[config.mk]
export PLATFORM = sky130hd
export DESIGN_NAME = change_logger
export DESIGN_NICKNAME = d
export VERILOG_FILES = /design/src/rtl/logger_pkg.sv /design/src/rtl/sync_fifo.sv /design/src/rtl/change_logger.sv
export SDC_FILE = /design/constraint.sdc
export NUM_CORES = 1
export LEC_CHECK = 0
export ABC_AREA = 1
export CORE_MARGIN = 8
export CORE_UTILIZATION = 59
export CTS_CLUSTER_SIZE = 40
export DETAILED_ROUTE_END_ITERATION = 8
export HOLD_SLACK_MARGIN = 0.05
export PLACE_DENSITY = 0.86
export SLEW_MARGIN = 5
export SYNTH_ARGS = -nofsm -noshare
export SYNTH_HDL_FRONTEND = slang
export SYNTH_SLANG_ARGS = --single-unit
[constraint.sdc]
create_clock -name clock -period 3.2 [get_ports clock]
set_input_delay 0.32 -clock clock [delete_from_list [all_inputs] [get_ports clock]]
set_output_delay 0.32 -clock clock [all_outputs]
set_load 0.01 [all_outputs]
[src/rtl/logger_pkg.sv]
// Shared types and default sizing for the change logger and its record FIFO.
package logger_pkg;

  localparam int DATA_WIDTH_DEF = 4;
  localparam int TS_WIDTH_DEF   = 12;
  localparam int DEPTH_DEF      = 8;
  localparam int DROP_CNT_WIDTH = 8;

  typedef struct packed {
    logic [TS_WIDTH_DEF-1:0]   ts;
    logic [DATA_WIDTH_DEF-1:0] data;
  } record_t;

endpackage

[src/rtl/sync_fifo.sv]
// Single-clock FIFO with extra-MSB pointers; accepts a push while full if a pop
// happens in the same cycle.
module sync_fifo #(
  parameter int WIDTH = 16,
  parameter int DEPTH = 8
) (
  input  logic                       clock,
  input  logic                       clear,
  input  logic                       push,
  input  logic [WIDTH-1:0]           din,
  output logic                       full,
  input  logic                       pop,
  output logic [WIDTH-1:0]           dout,
  output logic                       empty,
  output logic [$clog2(DEPTH+1)-1:0] level
);

  localparam int AW = $clog2(DEPTH);
  localparam int LW = $clog2(DEPTH+1);

  logic [WIDTH-1:0] mem [DEPTH];
  logic [AW:0]      wptr;
  logic [AW:0]      rptr;
  logic             do_push;
  logic             do_pop;

  assign empty   = (wptr == rptr);
  assign full    = (wptr[AW] != rptr[AW]) && (wptr[AW-1:0] == rptr[AW-1:0]);
  assign do_pop  = pop && !empty;
  assign do_push = push && (!full || do_pop);
  assign level   = LW'(wptr - rptr);
  assign dout    = mem[rptr[AW-1:0]];

  always_ff @(posedge clock) begin
    if (clear) begin
      wptr <= '0;
      rptr <= '0;
    end else begin
      if (do_push) wptr <= wptr + 1'b1;
      if (do_pop)  rptr <= rptr + 1'b1;
    end
  end

  // Storage carries data only, so it is left out of reset.
  always_ff @(posedge clock) begin
    if (do_push) mem[wptr[AW-1:0]] <= din;
  end

endmodule

[src/rtl/change_logger.sv]
// Timestamps every change on an observed bus and streams the records out of a
// small FIFO over valid/ready, counting any records that could not be stored.
module change_logger
  import logger_pkg::*;
#(
  parameter int DATA_WIDTH = DATA_WIDTH_DEF,
  parameter int TS_WIDTH   = TS_WIDTH_DEF,
  parameter int DEPTH      = DEPTH_DEF
) (
  input  logic                       clock,
  input  logic                       clear,
  input  logic                       enable,
  input  logic [DATA_WIDTH-1:0]      data,
  output logic                       out_valid,
  input  logic                       out_ready,
  output logic [TS_WIDTH-1:0]        out_ts,
  output logic [DATA_WIDTH-1:0]      out_data,
  output logic [$clog2(DEPTH+1)-1:0] level,
  output logic                       overflow,
  output logic [DROP_CNT_WIDTH-1:0]  dropped
);

  typedef struct packed {
    logic [TS_WIDTH-1:0]   ts;
    logic [DATA_WIDTH-1:0] data;
  } rec_t;

  localparam int REC_W = $bits(rec_t);

  function automatic logic [DROP_CNT_WIDTH-1:0] sat_inc(
    input logic [DROP_CNT_WIDTH-1:0] v
  );
    return (&v) ? v : DROP_CNT_WIDTH'(v + 1'b1);
  endfunction

  logic [TS_WIDTH-1:0]   ts;
  logic [DATA_WIDTH-1:0] prev;
  logic                  primed;
  logic                  evt;
  logic                  pop;
  logic                  full;
  logic                  empty;
  logic                  accept;
  logic                  drop;
  rec_t                  rec_in;
  rec_t                  rec_out;

  // A record is taken when there is room, or when the head leaves this same cycle.
  assign evt       = enable && (!primed || (data != prev));
  assign out_valid = (level != '0);
  assign pop       = out_valid && out_ready;
  assign accept    = evt && (!full || pop);
  assign drop      = evt && !accept;
  assign rec_in    = '{ts: ts, data: data};
  assign out_ts    = rec_out.ts;
  assign out_data  = rec_out.data;

  always_ff @(posedge clock) begin
    if (clear) begin
      ts     <= '0;
      prev   <= '0;
      primed <= 1'b0;
    end else if (enable) begin
      ts     <= ts + 1'b1;
      prev   <= data;
      primed <= 1'b1;
    end
  end

  always_ff @(posedge clock) begin
    if (clear) begin
      overflow <= 1'b0;
      dropped  <= '0;
    end else if (drop) begin
      overflow <= 1'b1;
      dropped  <= sat_inc(dropped);
    end
  end

  sync_fifo #(
    .WIDTH (REC_W),
    .DEPTH (DEPTH)
  ) u_fifo (
    .clock (clock),
    .clear (clear),
    .push  (accept),
    .din   (rec_in),
    .full  (full),
    .pop   (pop),
    .dout  (rec_out),
    .empty (empty),
    .level (level)
  );

  // empty mirrors level==0; kept on the port list of the FIFO for other users.
  logic unused_empty;
  assign unused_empty = empty;

endmodule
==> results.toml, run 1 <==
[routing]
viasPerCell = 5.907
drt-pass1-iter-count = 5
drtAntennaViolNets = 0
vias = 4997
drc = 0
drt-wirelength-per-cell_um = 18.36
wl_um = 15540
drt_iter0_markers = 502

[worst_setup_path]
cp_data_arrival_time_ns = 2.66
crit_required_ns = 2.88
cp_max_fo = 30
critPathKind = "reg -> out"
start_kind = "register"
endpoint_kind = "output pin"

[power]
cellLeakagePower_nw = 2.937
power_density_nw_per_um2 = 811.9
ir_drop_v = 0.0005880

[placed_design]
pre_cts_ws_ns = 0.4772
io_buffers = 37
hpwl_um = 9843
place.gp.congestion = 0.9247

[timing]
relSlewSlack_pct = 54.40
final-setup-viol-count = 0
worst_pin_slew_ns = 0.6832
finalCritPeriodShare_pct = 93.13
skew_ns = 0.008399
setup_ws_ns = 0.2198
slew_viol_final = 0
max_freq_ghz = 0.3355
finalHoldViolCount = 0
rsz0062_at_grt = "no"
final.min_clock_period_ns = 2.980
fin_tns_setup_ns = 0

[logic_synthesis]
netlist_area_um2 = 6925
synth_common_cells = "nor2_1 (157), edfxtp_1 (128), o21ai_0 (73)"
ys.warnings.count = 0
yosys.area.top_type = "edfxtp_1"
postSynthCellCount = 645
synthTopCellsByArea = "edfxtp_1 (56%), dfxtp_1 (11%), nor2_1 (8.5%)"
ys_seq_elements = 165
async_flop_share_pct = 0
yosysMostFrequentCell = "nor2_1"
yosysSeqAreaShare_pct = 66.20
syn_avg_cell_area_um2 = 10.74
synth_top_area_share_pct = 55.50
syn_nets = 661
synth-main-ff-cell = "edfxtp_1"
synth.distinct_cells = 38
synth_edf_count = 128

[clock_tree]
hold_buffers = 0
path_clk_slew_ns = 0.06
clockBufferDepth = 2
cts.sinks = 165
clk-insertion-delay-late_ns = 0.42
cts_root_buffer = "clkbuf_16"
numCtsBuffers = 17
cts_tree = "done"
htreeDepth = 4

[hold_path]
hold_class = "reg -> reg"

[floorplan]
io_pins = 38
core_area_um2 = 11420
initial_core_util_pct = 60.65
die_h_um = 124.3
floorplan.die_area_um2 = 15460
die_w_um = 124.3
num_rows = 39

[layout]
fin_nets = 706
area_growth_pct = 17.87
utilization_pct = 71.49
layout-drive-gt1-share_pct = 10.81
n_antenna_cell = 0
seq_area_um2 = 4586
multi_input_area_um2 = 2047
fill_cells = 751

[global_route]
grt_remaining_overflow = 0
grt_max_degree = 48
grt_pass1_wl_um = 24730
grt_usage_pct = 19.79
grt_pass1_vias = 4916
antenna_found_initial = 0

[status]
run_status = "completed"

[job]
cap_viol_max_count = 0
sequential cells by signal, summed over array words and instances, names as in the netlist, named ones only:
signal	count
u_fifo.mem	128
ts	12
dropped	8
prev	4
u_fifo.rptr	4
u_fifo.wptr	4
overflow	1
primed	1
critical path, cell delays in order, from the launching register on:
cell and delay, ns:
dfxtp_2 0.68, buf_4 0.31, o21ai_0 0.13, o22ai_1 0.20, nor2_1 0.07, a31oi_1 0.24
clkdlybuf4s50_1 0.58
layout by cell type (no fill, tap or decap), drive strengths merged, types with 4 or more instances in the layout:
cell           count
nor2             162
edfxtp           128
o21ai             77
nand2             61
inv               48
clkdlybuf4s50     37
dfxtp             37
a21oi             22
clkbuf            21
a31oi             17
nand3             17
o22ai             16
buf               15
nand4              9
ha                 7
nor3               7
bufinv             5
xor2               4
power breakdown:
group | internal [mW] | switching (mW)
registers | 2.37 | 0.0979
clock network | 1.45 | 0.793
logic | 0.804 | 1.11
total | 4.62 | 2.00
final cells by class:
| type | instances | area share (%) |
|---|---|---|
| Sequential cell | 165 | 56.18 |
| Multi-Input combinational cell | 406 | 25.08 |
| Timing Repair Buffer | 52 | 6.116 |
| Clock buffer | 21 | 5.763 |
| Clock inverter | 11 | 2.437 |
| Inverter | 48 | 2.238 |
| Tap cell | 143 | 2.192 |
routing by layer:
metal	track usage [%]	wire [um]	vias to the layer above
met4	9.922	359	0
met3	4.170	1398	40
met5	0	0	-
li1	-	-	2322
met2	31.64	7521	279
met1	24.97	6256	2356
path summary, 6_finish.rpt:
path                                      from          endpoint  slack [ns]  cells after the start
worst max register to register  u_fifo.wptr[0]  u_fifo.mem[6][1]        0.44                     15
worst min register to register        overflow          overflow        0.46                      2
worst max-delay path                  register        out_ts[11]        0.22                      6
worst min-delay path                  overflow          overflow        0.46                      2
through the flow:
stage               area (um2)  hold slack, ns  std cells  power [mW]
finish                    8163          0.4566        846       6.628
global route              8163          0.4928        846       6.924
CTS                       8159          0.4630        846       6.639
detailed placement        7490          0.4504        814       4.397
global placement          7490          0.4434        814       4.342
floorplan                 6925          0.4189        645       3.607
timing repair:
item                       4_1_cts  5_1_grt
resized for setup                0        1
setup endpoints to repair        0        1
buffers inserted                 0        0
kinds of logic (layout without fill, tap and decap cells):
| kind of cell | after synthesis | count (layout) | synth area share (%) |
|---|---|---|---|
| AO/OA/AOI/OAI | 133 | 133 | 10.35 |
| adder cells (fa/ha/maj) | 8 | 8 | 1.554 |
| flip-flops | 165 | 165 | 66.20 |
| AND/OR/NAND/NOR | 261 | 261 | 17.15 |
| buffers and inverters | 74 | 132 | 4.246 |
| XOR/XNOR | 4 | 4 | 0.5058 |
(Power assumes the default switching activity.)
==> run 2: changes to the inputs <==
--- a/config.mk
+++ b/config.mk
@@ -7,12 +7,13 @@
 export LEC_CHECK = 0
 export ABC_AREA = 1
 export CORE_MARGIN = 8
-export CORE_UTILIZATION = 59
+export CORE_UTILIZATION = 54
 export CTS_CLUSTER_SIZE = 40
 export DETAILED_ROUTE_END_ITERATION = 8
 export HOLD_SLACK_MARGIN = 0.05
-export PLACE_DENSITY = 0.86
+export PLACE_DENSITY = 0.83
 export SLEW_MARGIN = 5
 export SYNTH_ARGS = -nofsm -noshare
 export SYNTH_HDL_FRONTEND = slang
+export SYNTH_HIERARCHICAL = 1
 export SYNTH_SLANG_ARGS = --single-unit
==> constraint.sdc (replaced) <==
create_clock -name clock -period 2.4 [get_ports clock]
set_input_delay 0.24 -clock clock [delete_from_list [all_inputs] [get_ports clock]]
set_output_delay 0.24 -clock clock [all_outputs]
set_load 0.01 [all_outputs]
==> results.toml, run 2 <==
[status]
run_status = "complete, but fails checks"
failed_checks = "negative setup slack"

[placed_design]
pre_cts_ws_ns = -0.1039
place.gp.congestion = 0.8876
hpwl_um = 10850
io_buffers = 37

[timing]
relSlewSlack_pct = 62.60
finalHoldViolCount = 0
rsz0062_at_grt = "yes"
slew_viol_final = 0
finalCritPeriodShare_pct = 102.4
final-setup-viol-count = 69
max_freq_ghz = 0.4070
skew_ns = 0.008013
final.min_clock_period_ns = 2.457
worst_pin_slew_ns = 0.5603
setup_ws_ns = -0.05728

[power]
power_density_nw_per_um2 = 1017
power_mw = 9.090
cellLeakagePower_nw = 3.465
ir_drop_v = 0.0006736

[routing]
viasPerCell = 5.732
vias = 5291
drc = 0
wl_um = 17780
drt-wirelength-per-cell_um = 19.27
drt-pass1-iter-count = 5
drtAntennaViolNets = 0
drt_iter0_markers = 618

[worst_setup_path]
crit_end = "u_fifo/mem[6][11]"
start_kind = "register"
rrSetupSlack_ns = -0.06
endpoint_kind = "register"
rr_worst_depth = 14
critPathKind = "reg -> reg"
cp_data_arrival_time_ns = 2.60
cp-startpoint = "u_fifo/wptr[0]"
crit_required_ns = 2.54
cp_max_fo = 8
reg2reg_to = "u_fifo/mem[6][11]"
worst_r2r_startpoint = "u_fifo/wptr[0]"

[clock_tree]
clk-insertion-delay-late_ns = 0.42
numCtsBuffers = 17
cts_root_buffer = "clkbuf_16"
cts_tree = "done"
cts.sinks = 165
htreeDepth = 4
clockBufferDepth = 2
path_clk_slew_ns = 0.06
hold_buffers = 0

[layout]
layout_common_cells = "edfxtp_1 (128), nand2_1 (103), nor2_1 (101)"
n_antenna_cell = 0
fin_nets = 755
area_growth_pct = 27.04
largest_reg_flops = 128
layout-drive-gt1-share_pct = 19.57
final_common_cell = "edfxtp_1"

[floorplan]
floorplan.die_area_um2 = 16940
initial_core_util_pct = 55.51
num_rows = 41
die_w_um = 130.1
die_h_um = 130.1
core_area_um2 = 12670
io_pins = 38

[global_route]
grt_max_degree = 65
grt_pass1_wl_um = 27670
grt_pass1_vias = 5330
grt_remaining_overflow = 0
antenna_found_initial = 0
grt_usage_pct = 21.76

[logic_synthesis]
postSynthCellCount = 653
ys.warnings.count = 6
syn_avg_cell_area_um2 = 10.77
syn_nets = 669
netlist_area_um2 = 7034

[hold_path]
min-delay-start = "overflow"
hold_class = "reg -> reg"

[job]
cap_viol_max_count = 0
run 2: worst min-delay path by stage:
| stage | slack [ns] | cells past startpoint | end |
|---|---|---|---|
| finish | 0.46 | 2 | overflow |
| detailed placement | 0.45 | 2 | overflow |
| global route | 0.49 | 2 | overflow |
| floorplan | 0.30 | 1 | u_fifo/wptr[2] |
| CTS | 0.46 | 2 | overflow |
| global placement | 0.44 | 2 | overflow |
run 2: routing by layer:
metal  global-route usage, %  part of all wire, %
met2                   37.81                   52
met1                   25.35                   39
met4                   9.631                  2.2
met3                   4.814                  7.3
met5                       0                    0
run 2: per-stage QoR:
| stage | setup TNS [ns] | std cells | instance area [um2] | hold WS [ns] | util [%] |
|---|---|---|---|---|---|
| after floorplan | -33.74 | 653 | 7182 | 0.3024 | - |
| after global placement | -0.8649 | 875 | 7991 | 0.4445 | 63.07 |
| after detailed placement | -6.223 | 875 | 7991 | 0.4473 | 63.07 |
| after CTS | -3.991 | 921 | 8905 | 0.4591 | 70.28 |
| after global routing | -13.96 | 923 | 8936 | 0.4868 | 70.52 |
| final | -1.820 | 923 | 8936 | 0.4607 | 70.52 |
run 2: critical path, stage by stage, from the launching register on:
cell       delay (ns)
dfxtp_4          0.35
inv_4            0.06
ha_4             0.13
fa_2             0.43
inv_2            0.09
nor2_4           0.05
buf_6            0.12
a21boi_2         0.14
inv_1            0.09
nand3_4          0.13
nand2_4          0.07
inv_4            0.08
nand2_8          0.08
nor2_4           0.17
clkbuf_16        0.19
run 2: what timing repair did:
| action | CTS | global route |
|---|---|---|
| gates resized for setup | 32 | 26 |
| gates cloned | 4 | 0 |
| setup buffers | 11 | 5 |
| endpoints found under the setup margin | 147 | 146 |
| pin swaps | 6 | 9 |
run 2: final cells by class:
class | count | area [um2]
clock buffer | 23 | 488.0
clock inverter | 8 | 146.4
fill | 848 | 3735
inverter | 48 | 209.0
multi-input combinational | 413 | 2251
sequential | 165 | 4598
tap | 172 | 215.2
timing repair buffer | 94 | 1028
run 2: power breakdown:
part	total (mW)	internal (mW)	leakage [nW]	switching (mW)
clock	2.89	1.85	0.310	1.04
sequential	3.28	3.17	1.50	0.110
combinational	2.92	1.26	1.66	1.66
total	9.09	6.27	3.46	2.82
